===== src/rtl/mult_pkg.sv =====
// Shared definitions for the multiplier-sharing arbiter.
//   state_t     : sequencer states (IDLE, ISSUE, GUARD, WAIT, RESP)
//   WIDTH_DEF   : default operand width (product is twice this)
//   TIMEOUT_DEF : default number of WAIT cycles before giving up on mul_done
//   cnt_width() : timeout counter width, never narrower than 8 bits
package mult_pkg;

  typedef enum logic [2:0] {
    IDLE,
    ISSUE,
    GUARD,
    WAIT,
    RESP
  } state_t;

  localparam int WIDTH_DEF   = 32;
  localparam int TIMEOUT_DEF = 255;

  function automatic int cnt_width(input int limit);
    int w;
    w = $clog2(limit + 1);
    return (w < 8) ? 8 : w;
  endfunction

endpackage


===== src/rtl/rr_arbiter.sv =====
// Combinational round-robin picker.
//   req       in  N_REQ  request vector
//   ptr       in  IW     highest-priority index for this pick
//   grant     out N_REQ  one-hot winner (all zero when no request)
//   grant_idx out IW     binary index of the winner (0 when no request)
// The winner is the first set bit of req scanning ptr, ptr+1, ... modulo N_REQ.
module rr_arbiter #(
  parameter int N_REQ = 4,
  localparam int IW   = $clog2(N_REQ)
) (
  input  logic [N_REQ-1:0] req,
  input  logic [IW-1:0]    ptr,
  output logic [N_REQ-1:0] grant,
  output logic [IW-1:0]    grant_idx
);

  // One extra bit so ptr+k never wraps before the modulo correction.
  localparam int IW1 = IW + 1;

  logic [IW:0] idx;
  logic        found;

  always_comb begin
    grant     = '0;
    grant_idx = '0;
    found     = 1'b0;
    idx       = '0;
    for (int k = 0; k < N_REQ; k++) begin
      idx = {1'b0, ptr} + IW1'(k);
      if (idx >= IW1'(N_REQ)) begin
        idx = idx - IW1'(N_REQ);
      end
      if (!found && req[idx[IW-1:0]]) begin
        found                 = 1'b1;
        grant[idx[IW-1:0]]    = 1'b1;
        grant_idx             = idx[IW-1:0];
      end
    end
  end

endmodule


===== src/rtl/mult_arbiter.sv =====
// Shares one sequential multiplier among N_REQ requesters.
//   clk, rst      : clock (rising edge), asynchronous active-low reset
//   req_valid/ready, req_a/req_b : per-requester operand handshake; operands
//                   for requester i sit in slice [i*WIDTH +: WIDTH]
//   resp_valid/ready, resp_result, resp_err : one-hot response to the owner,
//                   shared result bus, timeout flag
//   mul_start, mul_a, mul_b, mul_result, mul_done : multiplier side
//   busy          : high whenever a request is in flight
// Sequence: IDLE -accept-> ISSUE (start pulse) -> GUARD (stale done ignored)
// -> WAIT (done or timeout) -> RESP (hold until owner takes it) -> IDLE.
module mult_arbiter
  import mult_pkg::*;
#(
  parameter int N_REQ   = 4,
  parameter int WIDTH   = WIDTH_DEF,
  parameter int TIMEOUT = TIMEOUT_DEF
) (
  input  logic                   clk,
  input  logic                   rst,
  input  logic [N_REQ-1:0]       req_valid,
  output logic [N_REQ-1:0]       req_ready,
  input  logic [N_REQ*WIDTH-1:0] req_a,
  input  logic [N_REQ*WIDTH-1:0] req_b,
  output logic [N_REQ-1:0]       resp_valid,
  input  logic [N_REQ-1:0]       resp_ready,
  output logic [2*WIDTH-1:0]     resp_result,
  output logic                   resp_err,
  output logic                   mul_start,
  output logic [WIDTH-1:0]       mul_a,
  output logic [WIDTH-1:0]       mul_b,
  input  logic [2*WIDTH-1:0]     mul_result,
  input  logic                   mul_done,
  output logic                   busy
);

  localparam int IW = $clog2(N_REQ);
  localparam int TW = cnt_width(TIMEOUT);

  state_t           state;
  logic [IW-1:0]    ptr;
  logic [IW-1:0]    owner;
  logic [N_REQ-1:0] owner_oh;
  logic [TW-1:0]    tcnt;
  logic [N_REQ-1:0] grant;
  logic [IW-1:0]    grant_idx;

  rr_arbiter #(.N_REQ(N_REQ)) u_arb (
    .req       (req_valid),
    .ptr       (ptr),
    .grant     (grant),
    .grant_idx (grant_idx)
  );

  // Grant is offered only in IDLE; gating with rst keeps it low while reset
  // is held even if requests are already pending.
  assign req_ready = (rst && state == IDLE) ? grant : '0;
  assign busy      = (state != IDLE);

  always_ff @(posedge clk or negedge rst) begin
    if (!rst) begin
      state       <= IDLE;
      ptr         <= '0;
      owner       <= '0;
      owner_oh    <= '0;
      tcnt        <= '0;
      mul_start   <= 1'b0;
      mul_a       <= '0;
      mul_b       <= '0;
      resp_valid  <= '0;
      resp_result <= '0;
      resp_err    <= 1'b0;
    end else begin
      mul_start <= 1'b0;
      case (state)
        IDLE: begin
          if (|req_valid) begin
            owner     <= grant_idx;
            owner_oh  <= grant;
            mul_a     <= req_a[grant_idx*WIDTH +: WIDTH];
            mul_b     <= req_b[grant_idx*WIDTH +: WIDTH];
            ptr       <= (grant_idx == IW'(N_REQ - 1)) ? '0 : grant_idx + 1'b1;
            mul_start <= 1'b1;
            state     <= ISSUE;
          end
        end
        ISSUE: begin
          state <= GUARD;
        end
        // mul_done may still be high from the previous product here.
        GUARD: begin
          tcnt  <= '0;
          state <= WAIT;
        end
        WAIT: begin
          if (mul_done) begin
            resp_result <= mul_result;
            resp_err    <= 1'b0;
            resp_valid  <= owner_oh;
            state       <= RESP;
          end else if (tcnt == TW'(TIMEOUT)) begin
            resp_result <= '0;
            resp_err    <= 1'b1;
            resp_valid  <= owner_oh;
            state       <= RESP;
          end else begin
            tcnt <= tcnt + 1'b1;
          end
        end
        RESP: begin
          if (resp_ready[owner]) begin
            resp_valid <= '0;
            state      <= IDLE;
          end
        end
        default: state <= IDLE;
      endcase
    end
  end

endmodule


===== config.mk =====
export PLATFORM = sky130hd
export DESIGN_NAME = mult_arbiter
export DESIGN_NICKNAME = d
export VERILOG_FILES = /design/src/rtl/mult_pkg.sv /design/src/rtl/rr_arbiter.sv /design/src/rtl/mult_arbiter.sv
export SDC_FILE = /design/constraint.sdc
export NUM_CORES = 1
export LEC_CHECK = 0
export CAP_MARGIN = 0
export CORE_MARGIN = 1.5
export CORE_UTILIZATION = 25
export CTS_CLUSTER_SIZE = 25
export DETAILED_ROUTE_END_ITERATION = 16
export SETUP_SLACK_MARGIN = 0.4
export SLEW_MARGIN = 10
export SYNTH_ARGS = -nofsm -noshare
export SYNTH_HDL_FRONTEND = slang
export SYNTH_SLANG_ARGS = --single-unit

===== constraint.sdc =====
create_clock -name clk -period 9.7 [get_ports clk]
set_input_delay 2.91 -clock clk [delete_from_list [all_inputs] [get_ports clk]]
set_output_delay 2.91 -clock clk [all_outputs]
set_load 0.1 [all_outputs]

==> reports/metrics.cfg, run 1 <==
[yosys]
netlist.area_leader.share_pct=47.93
avgSynthCellArea_um2=12.01
synthTopCellsByArea=dfrtp_1, mux2i_1, o221ai_2
synth_area_leader_cell=dfrtp_1
syn_nets=1003
synthDistinctLibCells=43
syn_area_um2=7988
ys_seq_area_share_pct=47.93
ys_ff_latch=153
yosys_warnings=0
synthCells=665

[place]
numPortBuffers=469
dp.final_hpwl_mm=22.89
place_congestion=0.7684

[sta]
slew_headroom_pct=26.26
min_period_over_period_pct=84.34
setup_viol=0
max_freq_mhz=122.2
worst_pin_slew_ns=1.103
finalHoldViolCount=0
fin_skew_ns=0.01581
tns_ns=0
slew_viol_final=0
rsz0062_at_grt=no
finalCriticalPeriod_ns=8.181

[floorplan]
dieWidth_um=181.7
die_h_um=181.7
core_area_um2=31470
die_area_um2=33030
std_cell_rows=65
ios=470
initial_core_util_pct=25.38

[cells_and_area]
num-fill-cells=2980
area_delta_synth_final_pct=70.93
fin_nets=1445
post_route_cells_drive_above_1_share_pct=9.920
layout_commonest_cell=clkdlybuf4s50_1
final_cell_mix=clkdlybuf4s50_1, dfrtp_1, mux2i_1

[setup_path]
worstSetupStartpoint=req_valid[3]
end_kind=output pin
reg2reg_slack_ns=5.23
crit_end=req_ready[2]
slowest_delay_ns=0.64
cp-start-kind=input pin
r2r_start=ptr[0]
cp_cell_sequence=clkdlybuf4s50_1 > mux4_2 > or2_4 > nor3_4 > a221oi_1 > nor2_1 > buf_4
reg2reg_to=mul_a[0]
worstSetupPathType=input pin to output pin
critical_path_arrival_ns=5.27
critical_path.max_fanout=10
cpMaxStageDelayCell=mux4_2
rr_worst_depth=8
cp.required_ns=6.79

[global_routing]
grt_pass1_vias=7576
grt_pass1_wl_mm=45.73
grt_usage_pct=18.23
globalRoute.totalOverflow=0
antenna_found_initial=3
grt_max_degree=74

[clocking]
postCtsSetupRepairBufs=0
cts-hold-fix-buffers=0
clk_path_buf_depth=2
post_cts_resized=0
clkTransAtPathRegs_ns=0.06
htree_num_levels=4
cts_root_buf=clkbuf_16
cts_tree=yes
worst_skew_pair.late_latency_ns=0.43
cts_inserted_buffers=17
cts_sinks=153

[routing]
post_drt_wl_per_cell_um=20.15
dr.pass1.iters=4
drc_errors=0
ant_nets=0
via_per_inst=4.805
drtIter0Drc=319
drt-total-wl_mm=30.68
vias=7318

[worst_hold_path]
min-delay-start=owner_oh[1]
min_path_type=register to register

[run_status]
run_status=complete, no violations

[run]
max_cap_violations=0

state kept, by name (all words and copies together) (netlist names), 2 cells and up:
name         cells
owner            2
mul_a           32
resp_result     64
ptr              2
tcnt             8
mul_b           32
owner_oh         4
state            3
resp_valid       4
layout make-up:
| cell class | instances | area [um2] | area share [%] |
|---|---|---|---|
| Inverter | 6 | 22.52 | 0.1650 |
| Sequential cell | 153 | 3829 | 28.04 |
| Timing Repair Buffer | 479 | 4761 | 34.87 |
| Antenna cell | 2 | 5.005 | 0.03666 |
| Tap cell | 402 | 503.0 | 3.684 |
| Clock buffer | 18 | 439.2 | 3.217 |
| Clock inverter | 13 | 217.7 | 1.595 |
| Multi-Input combinational cell | 450 | 3876 | 28.39 |
cells in the mapped netlist:
| cell | number |
|---|---|
| dfrtp_1 | 153 |
| mux2i_1 | 134 |
| nand2_1 | 84 |
| a22o_1 | 68 |
| o221ai_2 | 49 |
| clkbuf_1 | 26 |
| buf_2 | 21 |
| nor2_1 | 20 |
| o221ai_1 | 15 |
| a21oi_1 | 8 |
| o21ai_0 | 8 |
| ha_1 | 7 |
| buf_6 | 6 |
| inv_1 | 6 |
| xor2_1 | 6 |
| a221oi_1 | 5 |
| nand2b_1 | 5 |
| and3_1 | 4 |
| nand3_1 | 4 |
| buf_4 | 3 |
| mux4_2 | 3 |
| nand4_1 | 3 |
| nor3_1 | 3 |
| a211oi_1 | 2 |
| mux2_2 | 2 |
| nor2b_1 | 2 |
| nor3b_1 | 2 |
| a21oi_2 | 1 |
| a221o_1 | 1 |
| a311oi_1 | 1 |
| a31oi_1 | 1 |
| and2_1 | 1 |
| nor3_4 | 1 |
| nor4_2 | 1 |
| o21ai_1 | 1 |
| o21bai_1 | 1 |
| o22ai_1 | 1 |
| o311ai_0 | 1 |
| o32ai_2 | 1 |
| or2_1 | 1 |
| or2_2 | 1 |
| or2_4 | 1 |
| xnor2_1 | 1 |
stage by stage:
stage	worst slack, ns	utilization (%)	instances	hold WS, ns	area [um2]
global route	1.402	43.37	1522	0.5117	13650
detailed placement	1.526	41.28	1490	0.4702	12990
finish	1.519	43.38	1523	0.4895	13650
CTS	1.526	43.36	1521	0.4900	13650
global placement	1.637	41.28	1490	0.4708	12990
floorplan	1.313	-	665	0.4502	7988
logic make-up after synthesis:
group                    synth area share (%)
AO/OA/AOI/OAI                           21.02
multiplexers                            17.92
buffers and inverters                   3.947
XOR/XNOR                               0.7676
adder cells (fa/ha/maj)                 1.096
AND/OR/NAND/NOR                         7.315
flip-flops                              47.93
worst max-delay path, delay by kind of cell:
| kind | cells | cell delay (ns) |
|---|---|---|
| simple gates | 3 | 0.68 |
| mux | 1 | 0.64 |
| compound gates | 1 | 0.17 |
| buf+inv | 2 | 0.86 |
worst min-delay path by stage:
stage               depth (start not counted)            end  slack, ns
floorplan                                   2    owner_oh[0]       0.45
global placement                            2      mul_b[28]       0.47
detailed placement                          2      mul_b[11]       0.47
CTS                                         2    owner_oh[2]       0.49
global route                                1  resp_valid[1]       0.51
finish                                      2    owner_oh[1]       0.49
routing by layer:
layer	wire, um	up-vias	global-route usage [%]
met2	14840	321	30.80
met1	12540	3545	21.99
met4	529	4	4.600
met3	2746	33	6.538
met5	27	-	0
li1	-	3415	-
Power of run 1 is not shown: default switching activity piles up to over one toggle a cycle in this logic, so the estimate is an artifact.
==> run 2: changes to the inputs <==
==> constraint.sdc (replaced) <==
create_clock -name clk -period 8.2 [get_ports clk]
set_input_delay 2.46 -clock clk [delete_from_list [all_inputs] [get_ports clk]]
set_output_delay 2.46 -clock clk [all_outputs]
set_load 0.1 [all_outputs]
==> reports/metrics.cfg, run 2 (synthesis gave the netlist of run 1 again) <==
[sta]
tns_ns=0  ; unchanged
worst_pin_slew_ns=1.097  ; -0.005915 ns
slew_viol_final=0  ; unchanged
min_period_over_period_pct=88.65
finalCriticalPeriod_ns=7.269
slew_headroom_pct=26.66  ; +0.40 points
fin_skew_ns=0.01615  ; +0.0003463 ns
rsz0062_at_grt=no
setup_viol=0  ; unchanged
finalHoldViolCount=0  ; unchanged
max_freq_mhz=137.6

[setup_path]
rr_worst_depth=9  ; +1
end_kind=output pin
critical_path_arrival_ns=4.81  ; -0.46 ns
r2r_start=ptr[0]
cp-start-kind=input pin
critical_path.max_fanout=10  ; unchanged
worstSetupPathType=input pin to output pin
cp.required_ns=5.74  ; -1.05 ns
reg2reg_to=mul_b[18]
reg2reg_slack_ns=4.25  ; -0.98 ns

[routing]
drtIter0Drc=235  ; -26%
dr.pass1.iters=4  ; unchanged
drc_errors=0  ; unchanged
drt-total-wl_mm=30.49  ; -0.63%
ant_nets=0  ; unchanged
vias=7324  ; +0.082%
post_drt_wl_per_cell_um=20.01  ; -0.69%
via_per_inst=4.806  ; about the same

[place]
place_congestion=0.7482  ; -2.6%
dp.final_hpwl_mm=22.86  ; -0.10%
numPortBuffers=469  ; unchanged

[global_routing]
grt_max_degree=108  ; +46%
grt_pass1_vias=7550  ; -0.34%
globalRoute.totalOverflow=0  ; unchanged
grt_pass1_wl_mm=45.14  ; -1.3%
grt_usage_pct=18.12  ; -0.11 points
antenna_found_initial=4  ; +1

[floorplan]
dieWidth_um=181.7  ; unchanged
initial_core_util_pct=25.38  ; unchanged
std_cell_rows=65  ; unchanged
core_area_um2=31470  ; unchanged
ios=470  ; unchanged
die_area_um2=33030  ; unchanged
die_h_um=181.7  ; unchanged

[cells_and_area]
area_delta_synth_final_pct=70.22
top_regs=resp_result: 64 flops, mul_a: 32 flops, mul_b: 32 flops
final_cell_mix=clkdlybuf4s50_1, dfrtp_1, mux2i_1
fin_nets=1445  ; unchanged
max_flop_register=resp_result
layout_commonest_cell=clkdlybuf4s50_1
num-fill-cells=3021  ; +1.4%
largest_reg_flops=64  ; unchanged
post_route_cells_drive_above_1_share_pct=10.00  ; +0.080 points

[worst_hold_path]
min_path_type=register to register
hold_path_end=owner_oh[3]
min-delay-start=owner_oh[3]
min_path_cells=2  ; unchanged

[clocking]
post_cts_resized=0  ; unchanged
cts_root_buf=clkbuf_16
postCtsSetupRepairBufs=0  ; unchanged
htree_num_levels=4  ; unchanged
clkTransAtPathRegs_ns=0.07  ; about the same
cts-hold-fix-buffers=0  ; unchanged
worst_skew_pair.late_latency_ns=0.46  ; +0.03 ns
cts_inserted_buffers=17  ; unchanged
cts_tree=yes
clk_path_buf_depth=2  ; unchanged
cts_sinks=153  ; unchanged

[run]
max_cap_violations=0  ; unchanged

[run_status]
run_status=complete, no violations

==> run 2: cell types whose count changed in the layout (fill, tap and decap cells not counted), sizes merged <==
cell,delta
bufinv,-4
clkbuf,+1
clkinvlp,+1
inv,+3
==> run 2: routing by layer <==
layer	vias up	GRT usage, %	wire [um]
li1	3412	-	-
met1	3541	21.48	12360
met2	340	30.11	14740
met3	27	7.120	2877
met4	4	5.600	483
met5	-	0	27
==> run 2: area by class of cell <==
class	instances	area, um2	share of cell area (%)
Timing Repair Buffer	479	4773	35.11
Clock inverter	13	135.1	0.9938
Sequential cell	153	3829	28.16
Clock buffer	19	452.9	3.331
Antenna cell	2	5.005	0.03681
Multi-Input combinational cell	450	3876	28.51
Inverter	6	22.52	0.1656
Tap cell	402	503.0	3.699
==> run 2: worst max path at each step <==
stage                       startpoint           end  slack [ns]  cells after the start
after floorplan           req_valid[3]  req_ready[2]        0.71                      6
after global placement    req_valid[3]  req_ready[2]        1.02                      7
after detailed placement  req_valid[3]  req_ready[3]        0.94                      7
after CTS                 req_valid[3]  req_ready[3]        0.94                      7
after global routing      req_valid[3]  req_ready[3]        0.82                      7
final                     req_valid[3]  req_ready[3]        0.93                      7
==> run 2: stage by stage <==
step / instances / hold slack (ns) / cell area [um2] / setup WS (ns) / util [%]
floorplan: 665 / 0.4502 / 7988 / 0.7130 / -
global route: 1524 / 0.5165 / 13600 / 0.8167 / 43.20
global placement: 1490 / 0.4667 / 13000 / 1.021 / 41.32
CTS: 1522 / 0.4916 / 13590 / 0.9351 / 43.18
finish: 1524 / 0.4835 / 13600 / 0.9310 / 43.20
detailed placement: 1490 / 0.4702 / 13000 / 0.9406 / 41.32
==> run 2: critical path, stage by stage <==
cell	delay [ns]
clkdlybuf4s50_1	0.57
mux4_2	0.64
or2_4	0.31
nor3_4	0.22
a221oi_1	0.17
nor2_1	0.13
buf_4	0.30
Power of run 2 is left out for the same reason.
